File: src/rtl/baccarat_fsm_if.sv
// Bundle between the baccarat hand sequencer and the two hand-scoring blocks.
//   pscore, dscore   : hand scores 0-9, combinational from the card registers
//   pcard3           : raw player third card (0 = empty, 1-13 = A..K)
//   load_pcard1..3   : player card register load enables
//   load_dcard1..3   : dealer card register load enables
//   player_win_light : player won or tie
//   dealer_win_light : dealer won or tie
//   hand_done        : hand finished, outcome lights valid
// master = sequencer side, slave = scoring/datapath side.
interface baccarat_fsm_if;
    logic [3:0] pscore;
    logic [3:0] dscore;
    logic [3:0] pcard3;
    logic       load_pcard1;
    logic       load_pcard2;
    logic       load_pcard3;
    logic       load_dcard1;
    logic       load_dcard2;
    logic       load_dcard3;
    logic       player_win_light;
    logic       dealer_win_light;
    logic       hand_done;

    modport master (
        input  pscore, dscore, pcard3,
        output load_pcard1, load_pcard2, load_pcard3,
        output load_dcard1, load_dcard2, load_dcard3,
        output player_win_light, dealer_win_light, hand_done
    );

    modport slave (
        output pscore, dscore, pcard3,
        input  load_pcard1, load_pcard2, load_pcard3,
        input  load_dcard1, load_dcard2, load_dcard3,
        input  player_win_light, dealer_win_light, hand_done
    );
endinterface

File: src/rtl/baccarat_fsm.sv
// Sequencer for one baccarat hand: deals four cards, applies the player and
// banker third-card rules, and latches the winner lights.
//   slow_clock : step clock, one state per rising edge
//   resetb     : asynchronous active-low reset
//   bus        : baccarat_fsm_if.master (scores in; load enables, lights,
//                hand_done out)
module baccarat_fsm #(
    parameter logic [3:0] NATURAL_MIN      = 4'd8,
    parameter logic [3:0] PLAYER_STAND_MIN = 4'd6
) (
    input  logic                  slow_clock,
    input  logic                  resetb,
    baccarat_fsm_if.master        bus
);

    typedef enum logic [3:0] {
        S_P1     = 4'd0,
        S_D1     = 4'd1,
        S_P2     = 4'd2,
        S_D2     = 4'd3,
        S_EVAL_P = 4'd4,
        S_P3     = 4'd5,
        S_EVAL_D = 4'd6,
        S_D3     = 4'd7,
        S_RESULT = 4'd8,
        S_DONE   = 4'd9
    } state_t;

    state_t     state;
    state_t     state_next;
    logic       player_drew;
    logic       bank_draw;
    logic [3:0] p3;
    logic [5:0] loads; // {p1, p2, p3, d1, d2, d3}

    always_ff @(posedge slow_clock or negedge resetb) begin
        if (!resetb) begin
            state <= S_P1;
        end else begin
            state <= state_next;
        end
    end

    // Banker third-card decision; p3 is the player's third card value with
    // ten and face cards counting zero.
    always_comb begin
        p3        = (bus.pcard3 >= 4'd10) ? 4'd0 : bus.pcard3;
        bank_draw = 1'b0;
        if (!player_drew) begin
            bank_draw = (bus.dscore <= 4'd5);
        end else begin
            case (bus.dscore)
                4'd0, 4'd1, 4'd2: bank_draw = 1'b1;
                4'd3:             bank_draw = (p3 != 4'd8);
                4'd4:             bank_draw = (p3 >= 4'd2) && (p3 <= 4'd7);
                4'd5:             bank_draw = (p3 >= 4'd4) && (p3 <= 4'd7);
                4'd6:             bank_draw = (p3 >= 4'd6) && (p3 <= 4'd7);
                default:          bank_draw = 1'b0;
            endcase
        end
    end

    always_comb begin
        state_next = state;
        loads      = '0;
        case (state)
            S_P1: begin
                loads      = 6'b100000;
                state_next = S_D1;
            end
            S_D1: begin
                loads      = 6'b000100;
                state_next = S_P2;
            end
            S_P2: begin
                loads      = 6'b010000;
                state_next = S_D2;
            end
            S_D2: begin
                loads      = 6'b000010;
                state_next = S_EVAL_P;
            end
            S_EVAL_P: begin
                if ((bus.pscore >= NATURAL_MIN) || (bus.dscore >= NATURAL_MIN))
                    state_next = S_RESULT;
                else if (bus.pscore < PLAYER_STAND_MIN)
                    state_next = S_P3;
                else
                    state_next = S_EVAL_D;
            end
            S_P3: begin
                loads      = 6'b001000;
                state_next = S_EVAL_D;
            end
            S_EVAL_D: begin
                state_next = bank_draw ? S_D3 : S_RESULT;
            end
            S_D3: begin
                loads      = 6'b000001;
                state_next = S_RESULT;
            end
            S_RESULT: begin
                state_next = S_DONE;
            end
            S_DONE: begin
                state_next = S_DONE;
            end
            default: begin
                state_next = S_P1;
            end
        endcase
    end

    // Loads are gated by resetb so they drop the instant reset asserts,
    // even though the reset state itself (S_P1) would drive load_pcard1.
    always_comb begin
        bus.load_pcard1 = loads[5] & resetb;
        bus.load_pcard2 = loads[4] & resetb;
        bus.load_pcard3 = loads[3] & resetb;
        bus.load_dcard1 = loads[2] & resetb;
        bus.load_dcard2 = loads[1] & resetb;
        bus.load_dcard3 = loads[0] & resetb;
        bus.hand_done   = (state == S_DONE);
    end

    always_ff @(posedge slow_clock or negedge resetb) begin
        if (!resetb) begin
            player_drew          <= 1'b0;
            bus.player_win_light <= 1'b0;
            bus.dealer_win_light <= 1'b0;
        end else begin
            if (state == S_EVAL_P)
                player_drew <= (state_next == S_P3);
            if (state == S_RESULT) begin
                bus.player_win_light <= (bus.pscore >= bus.dscore);
                bus.dealer_win_light <= (bus.dscore >= bus.pscore);
            end
        end
    end

endmodule
File: src/flat_wrapper.sv
// flat-port wrapper written by rule: the top's interface ports become plain ports
module baccarat_fsm_flat 
#(
    parameter logic [3:0] NATURAL_MIN      = 4'd8,
    parameter logic [3:0] PLAYER_STAND_MIN = 4'd6
)
  (slow_clock, resetb, bus_pscore, bus_dscore, bus_pcard3, bus_load_pcard1, bus_load_pcard2, bus_load_pcard3, bus_load_dcard1, bus_load_dcard2, bus_load_dcard3, bus_player_win_light, bus_dealer_win_light, bus_hand_done);
  baccarat_fsm_if bus_i ();
  input  logic slow_clock;
  input  logic resetb;
  input wire logic [$bits(bus_i.pscore)-1:0] bus_pscore;
  input wire logic [$bits(bus_i.dscore)-1:0] bus_dscore;
  input wire logic [$bits(bus_i.pcard3)-1:0] bus_pcard3;
  output wire logic [$bits(bus_i.load_pcard1)-1:0] bus_load_pcard1;
  output wire logic [$bits(bus_i.load_pcard2)-1:0] bus_load_pcard2;
  output wire logic [$bits(bus_i.load_pcard3)-1:0] bus_load_pcard3;
  output wire logic [$bits(bus_i.load_dcard1)-1:0] bus_load_dcard1;
  output wire logic [$bits(bus_i.load_dcard2)-1:0] bus_load_dcard2;
  output wire logic [$bits(bus_i.load_dcard3)-1:0] bus_load_dcard3;
  output wire logic [$bits(bus_i.player_win_light)-1:0] bus_player_win_light;
  output wire logic [$bits(bus_i.dealer_win_light)-1:0] bus_dealer_win_light;
  output wire logic [$bits(bus_i.hand_done)-1:0] bus_hand_done;
  assign bus_i.pscore = bus_pscore;
  assign bus_i.dscore = bus_dscore;
  assign bus_i.pcard3 = bus_pcard3;
  assign bus_load_pcard1 = bus_i.load_pcard1;
  assign bus_load_pcard2 = bus_i.load_pcard2;
  assign bus_load_pcard3 = bus_i.load_pcard3;
  assign bus_load_dcard1 = bus_i.load_dcard1;
  assign bus_load_dcard2 = bus_i.load_dcard2;
  assign bus_load_dcard3 = bus_i.load_dcard3;
  assign bus_player_win_light = bus_i.player_win_light;
  assign bus_dealer_win_light = bus_i.dealer_win_light;
  assign bus_hand_done = bus_i.hand_done;
  baccarat_fsm #(.NATURAL_MIN(NATURAL_MIN), .PLAYER_STAND_MIN(PLAYER_STAND_MIN)) u_core (.slow_clock(slow_clock), .resetb(resetb), .bus(bus_i));
endmodule
File: config.mk
export PLATFORM = sky130hd
export DESIGN_NAME = baccarat_fsm_flat
export DESIGN_NICKNAME = d
export VERILOG_FILES = /design/src/rtl/baccarat_fsm_if.sv /design/src/rtl/baccarat_fsm.sv /design/src/flat_wrapper.sv
export SDC_FILE = /design/constraint.sdc
export NUM_CORES = 1
export LEC_CHECK = 0
export CAP_MARGIN = 20
export CORE_UTILIZATION = 41
export DETAILED_ROUTE_END_ITERATION = 7
export PLACE_DENSITY = 0.76
export REMOVE_ABC_BUFFERS = 1
export SLEW_MARGIN = 20
export SYNTH_ARGS = -nofsm -noshare
export SYNTH_HDL_FRONTEND = slang
export SYNTH_SLANG_ARGS = --single-unit
File: constraint.sdc
create_clock -name slow_clock -period 2.4 [get_ports slow_clock]
set_clock_uncertainty 0.2 [all_clocks]
set_input_delay 0.48 -clock slow_clock [delete_from_list [all_inputs] [get_ports slow_clock]]
set_output_delay 0.48 -clock slow_clock [all_outputs]
set_load 0.02 [all_outputs]
# Word-level counts from Yosys, hierarchy flattened
# Cells that the tools add are included.
[word_totals]
reg_bits = 7
in_bits = 14
[classes]
n_reduce_logical = 8
eq_ne = 17
muxes = 8
n_bitwise = 6
n_lt_le_gt_ge = 11
[op_table]
columns = ["cell", "n"]
rows = [
  ["4-bit one-hot mux with 9 select lines", 1],
  ["6-bit one-hot mux with 6 select lines", 1],
  ["4-bit by 3-bit equality test with 1-bit output (second input constant)", 8],
  ["4-bit by 2-bit equality test with 1-bit output (second input constant)", 4],
  ["4-bit >= comparator (second input constant)", 3],
  ["4-bit two-way mux", 3],
  ["4-bit by 1-bit equality test with 1-bit output (second input constant)", 2],
  ["4-bit equality test (second input constant)", 2],
  ["4-bit by 3-bit >= comparator with 1-bit output (second input constant)", 2],
  ["4-bit >= comparator", 2],
  ["4-bit by 3-bit less-or-equal comparator with 1-bit output (second input constant)", 2],
  ["4-bit logical NOT", 2],
  ["1-bit AND", 6],
  ["1-bit one-hot mux with 5 select lines", 1],
  ["4-bit by 2-bit >= comparator with 1-bit output (second input constant)", 1],
  ["4-bit by 3-bit < comparator with 1-bit output (second input constant)", 1],
  ["4-bit != test (second input constant)", 1],
  ["1-bit logical AND", 3],
  ["3-bit OR reduction", 1],
  ["2-bit two-way mux", 1],
  ["2-bit OR reduction", 1],
  ["1-bit logical OR", 1],
  ["1-bit two-way mux", 1],
]

# Longest topological paths before layout
[depth]
depth_word = 9
depth_mapped = 7
ltp_nobuf = 7

# Least setup slack after synthesis
# OpenSTA, ideal clock, no wires.
[synth_timing]
path_kind = "input to register"
from = "input bus_pcard3[2]"
to = "register u_core.state[1]"
path_stages = 4
required_time_ns = 2.075
path_buffers = 0
setup_time_ns = 0.125
setup_slack_ns = 0.634
arrival_time_ns = 1.441
path_cell_list = "o41a_1 > o311ai_4 > a21o_1 > a21oi_1"
[synth_between]
elab_chain_cells = 8
word_cells_on_any_way = 14
[synth_rtl]
columns = ["item", "line_no", "text"]
rows = [
  ["from (decl)", "flat_wrapper.sv:13", "input wire logic [$bits(bus_i.pcard3)-1:0] bus_pcard3;"],
  ["4-bit >= comparator", "baccarat_fsm.sv:47", "p3 = (bus.pcard3 >= 4'd10) ? 4'd0 : bus.pcard3;"],
  ["4-bit two-way mux (*)", "baccarat_fsm.sv:47", ""],
  ["4-bit by 3-bit >= comparator with 1-bit output (tied with other cells)", "baccarat_fsm.sv:57", "4'd6: bank_draw = (p3 >= 4'd6) && (p3 <= 4'd7);"],
  ["1-bit logical AND, on equally long branches", "baccarat_fsm.sv:57, baccarat_fsm.sv:55, baccarat_fsm.sv:56", ""],
  ["1-bit one-hot mux with 5 select lines (*)", "baccarat_fsm.sv:52", "case (bus.dscore)"],
  ["1-bit two-way mux (*)", "baccarat_fsm.sv:49", "if (!player_drew) begin"],
  ["4-bit two-way mux (*)", "baccarat_fsm.sv:96", "state_next = bank_draw ? S_D3 : S_RESULT;"],
  ["4-bit one-hot mux with 9 select lines (*)", "baccarat_fsm.sv:66", "case (state)"],
  ["named net u_core.state_next[1]", "baccarat_fsm.sv:30", "state_t state_next;"],
  ["to (signal assigned)", "baccarat_fsm.sv:40", "state <= state_next;"],
  ["to (decl)", "baccarat_fsm.sv:29", "state_t state;"],
]
# The timed path passes the listed nets; every way through them passes the cells marked *.
# A chain may end at the register's enable or synchronous reset.

# Final worst setup path
[layout_timing]
from = "register u_core.state[1]"
to = "output bus_hand_done"
[layout_between]
elab_chain_cells = 1
[layout_rtl]
columns = ["item", "line_no", "text"]
rows = [
  ["4-bit equality test", "baccarat_fsm.sv:123", "bus.hand_done = (state == S_DONE);"],
  ["to (decl)", "flat_wrapper.sv:22", "output wire logic [$bits(bus_i.hand_done)-1:0] bus_hand_done;"],
]
# Every way passes these cells.

==> impl_results.md <==
- DP HPWL: 1140 um
- Maximum vdd drop: 0.355 mV
- Residual DRC: 2
- Yosys reg bits: 7
- Share of post-route cells with drive strength above 1: 9.90%
- CP Data Required Time: ~1.7 ns
- Gates resized, CTS repair: 6
- Number of buffers created by CTS: 3
- Vias: 620
- HP Class: register to register
- Vias in the first global route: 576
- Synth unique cells: 26
- Tightest Pin Transition: 0.451 ns
- H-tree levels: 1
- CTS tree: built
- Max cap viols: 0
- Pwr Total: 0.698 mW
- Crit path capture type: output pin
- Final WS setup: 0.115 ns
- Layout area overhead: 47.5%
- GRT Resource Usage Total: roughly a fifth
- Detailed Route WL: 1350 um
- Violated checks: design-rule violations
- First-pass GRT wire length: 2210 um
- Fill count: 120
- Sink Count: 7
- CTS max path bufs: 2
- CP arrival: 1.60 ns
- Post-DRT Antenna Nets: 0
- # rows: 13
- Initial Utilization: 44.3%
- Crit-path max FO: 9
- Ys Warns: 0
- Grt ovf: 0
- Cell taking the most area after synthesis: dfrtp_1
- CTS clk-pin slew, worst paths: 0.06 ns
- Rel. slew slack: between 60% and 70%
- Fin. Hold Viols: 0
- RSZ-0062 raised after global routing: no
- Die area: 0.00156 mm^2
- Period utilisation layout: about 95%
- Clk_lat worst skew: 0.25 ns
- Routed len/inst: 11.7 um
- Post-CTS setup buffers: 0
- Dpl ws: -0.155 ns
- Cell area after synthesis: 577 um^2
- Vias/cell: 5.34
- Leak pwr: 0.392 nW
- Placed Area: ~830 um^2
- Syn avg cell area: about 8 um^2
- Setup TNS: 0 ns
- Worst Setup Start Kind: register
- Root buffer cell: clkbuf_4
- Final Max Tran Viols: 0
- Initial DRC count: 17
- Crit Path Category: register to output pin
- Pin count of the biggest net entering global routing: 10
- Synthesized instance count: 74
- Core Region: 0.00130 mm^2
- Pre-Repair DR Iteration Count: 6
- Pwr/cell area: 821 mW/mm^2
- Final setup viols: 0
- Die Y: 39.5 um
- Tmin final: 2.28 ns
- Placer Congestion: around 0.76
- Die X: 39.5 um
- Status: complete, but fails checks
- Register area share after synthesis: slightly above 30%
- # hold bufs at CTS: 0
- Final net count: 120
- Top post-synthesis cells by area: dfrtp_1 30%, nor2_1 9.1%, ha_1 8.7%, nand2_1 5.9%, o311ai_4 4.6%
- Max Freq: about 0.44 GHz
- Io pins: 23
- Initial antenna violation count: 0
- Top-area cell type share of the netlist area: a little under a third
- Post-route cell area: roughly 850 um^2
- PortBufs: 22
- Number of antenna repair diodes: 0
[cells in the final DEF (no fill, tap or decap), drive strengths merged, types with 2 or more instances in the layout]
cell	netlist	layout
dlygate4sd2	0	6
nand4	2	2
nand2b	3	3
buf	0	3
nor3	3	3
clkdlybuf4s50	0	16
nand2	9	9
inv	6	6
clkbuf	2	3
o31ai	3	3
nor2	14	14
ha	4	4
a21oi	4	4
dfrtp	7	7
a31oi	2	2
nor2b	2	2
[logic make-up after synthesis]
family | Yosys count | share of synthesized area, %
fa+ha+maj | 4 | 8.68
simple gates | 36 | 28.6
compound gates | 19 | 27.1
buf+inv | 8 | 5.21
flops | 7 | 30.4
[registers in the layout, indices dropped and copies added, names as in the netlist]
name / flops
u_core.bus.player_win_light: 1
u_core.player_drew: 1
u_core.bus.dealer_win_light: 1
u_core.state: 4
[synth_stat cells, drive strengths merged]
library cell	count
nor2	14
nand2	9
dfrtp	7
inv	6
a21oi	4
ha	4
nand2b	3
nor3	3
o31ai	3
a31oi	2
clkbuf	2
nand4	2
nor2b	2
a21bo	1
a21boi	1
a21o	1
a22o	1
and2b	1
nand3	1
nand3b	1
o211ai	1
o21a	1
o21ai	1
o22a	1
o311ai	1
o41a	1
[per-stage QoR]
stage	instances	hold slack, ns	utilization, %
after floorplan	72	-0.0156	-
after global placement	112	0.290	63.8
after detailed placement	112	0.303	63.8
after CTS	116	0.316	65.4
after global routing	116	0.333	65.4
final	116	0.312	65.4
[layer usage]
metal / vias to the layer above / share of wire (%) / global-route usage (%)
li1: 314 / - / -
met1: 272 / 41 / 22.3
met2: 29 / 52 / 38.5
met3: 5 / 5.2 / 3.41
met4: 0 / 2.5 / 12.1
met5: - / 0 / 0
[critical path: stages, from the launching register on]
cell and delay, ns:
dfrtp_1 0.46, inv_1 0.11, nand2_1 0.08, nor2_1 0.11, clkdlybuf4s50_1 0.60
[report_power, final]
| part | internal (mW) | switching, mW | leakage [nW] | total, mW |
|---|---|---|---|---|
| combinational | 0.169 | 0.182 | 0.289 | 0.352 |
| clock | 0.0609 | 0.0452 | 0.0177 | 0.106 |
| sequential | 0.170 | 0.0709 | 0.0857 | 0.240 |
[final cells by class]
class	count	area [um^2]	area share [%]
multi-input cells	59	372	43.7
repair buffers	25	235	27.6
inverters	6	22.5	2.65
clock inverters	1	5.00	0.588
flip-flops and latches	7	175	20.6
well taps	15	18.8	2.21
clock buffers	3	22.5	2.65
[final timing paths]
| kind | depth (start not counted) | slack (ns) | startpoint | to |
|---|---|---|---|---|
| setup reg to reg | 5 | 0.58 | u_core.state[3]$_DFF_PN0_ | u_core.state[1]$_DFF_PN0_ |
| hold / removal | 1 | 0.31 | u_core.bus.dealer_win_light$_DFFE_PN0N_ | u_core.bus.dealer_win_light$_DFFE_PN0N_ |
| hold reg to reg | 1 | 0.31 | u_core.bus.dealer_win_light$_DFFE_PN0N_ | u_core.bus.dealer_win_light$_DFFE_PN0N_ |
| setup / recovery | 4 | 0.12 | u_core.state[1]$_DFF_PN0_ | bus_hand_done |
| min in group asynchronous | 2 | 0.37 | resetb | u_core.state[1]$_DFF_PN0_ |
| max in group asynchronous | 2 | 1.52 | resetb | u_core.bus.player_win_light$_DFFE_PN0N_ |
Note: power is estimated with default switching activity, not from simulation.
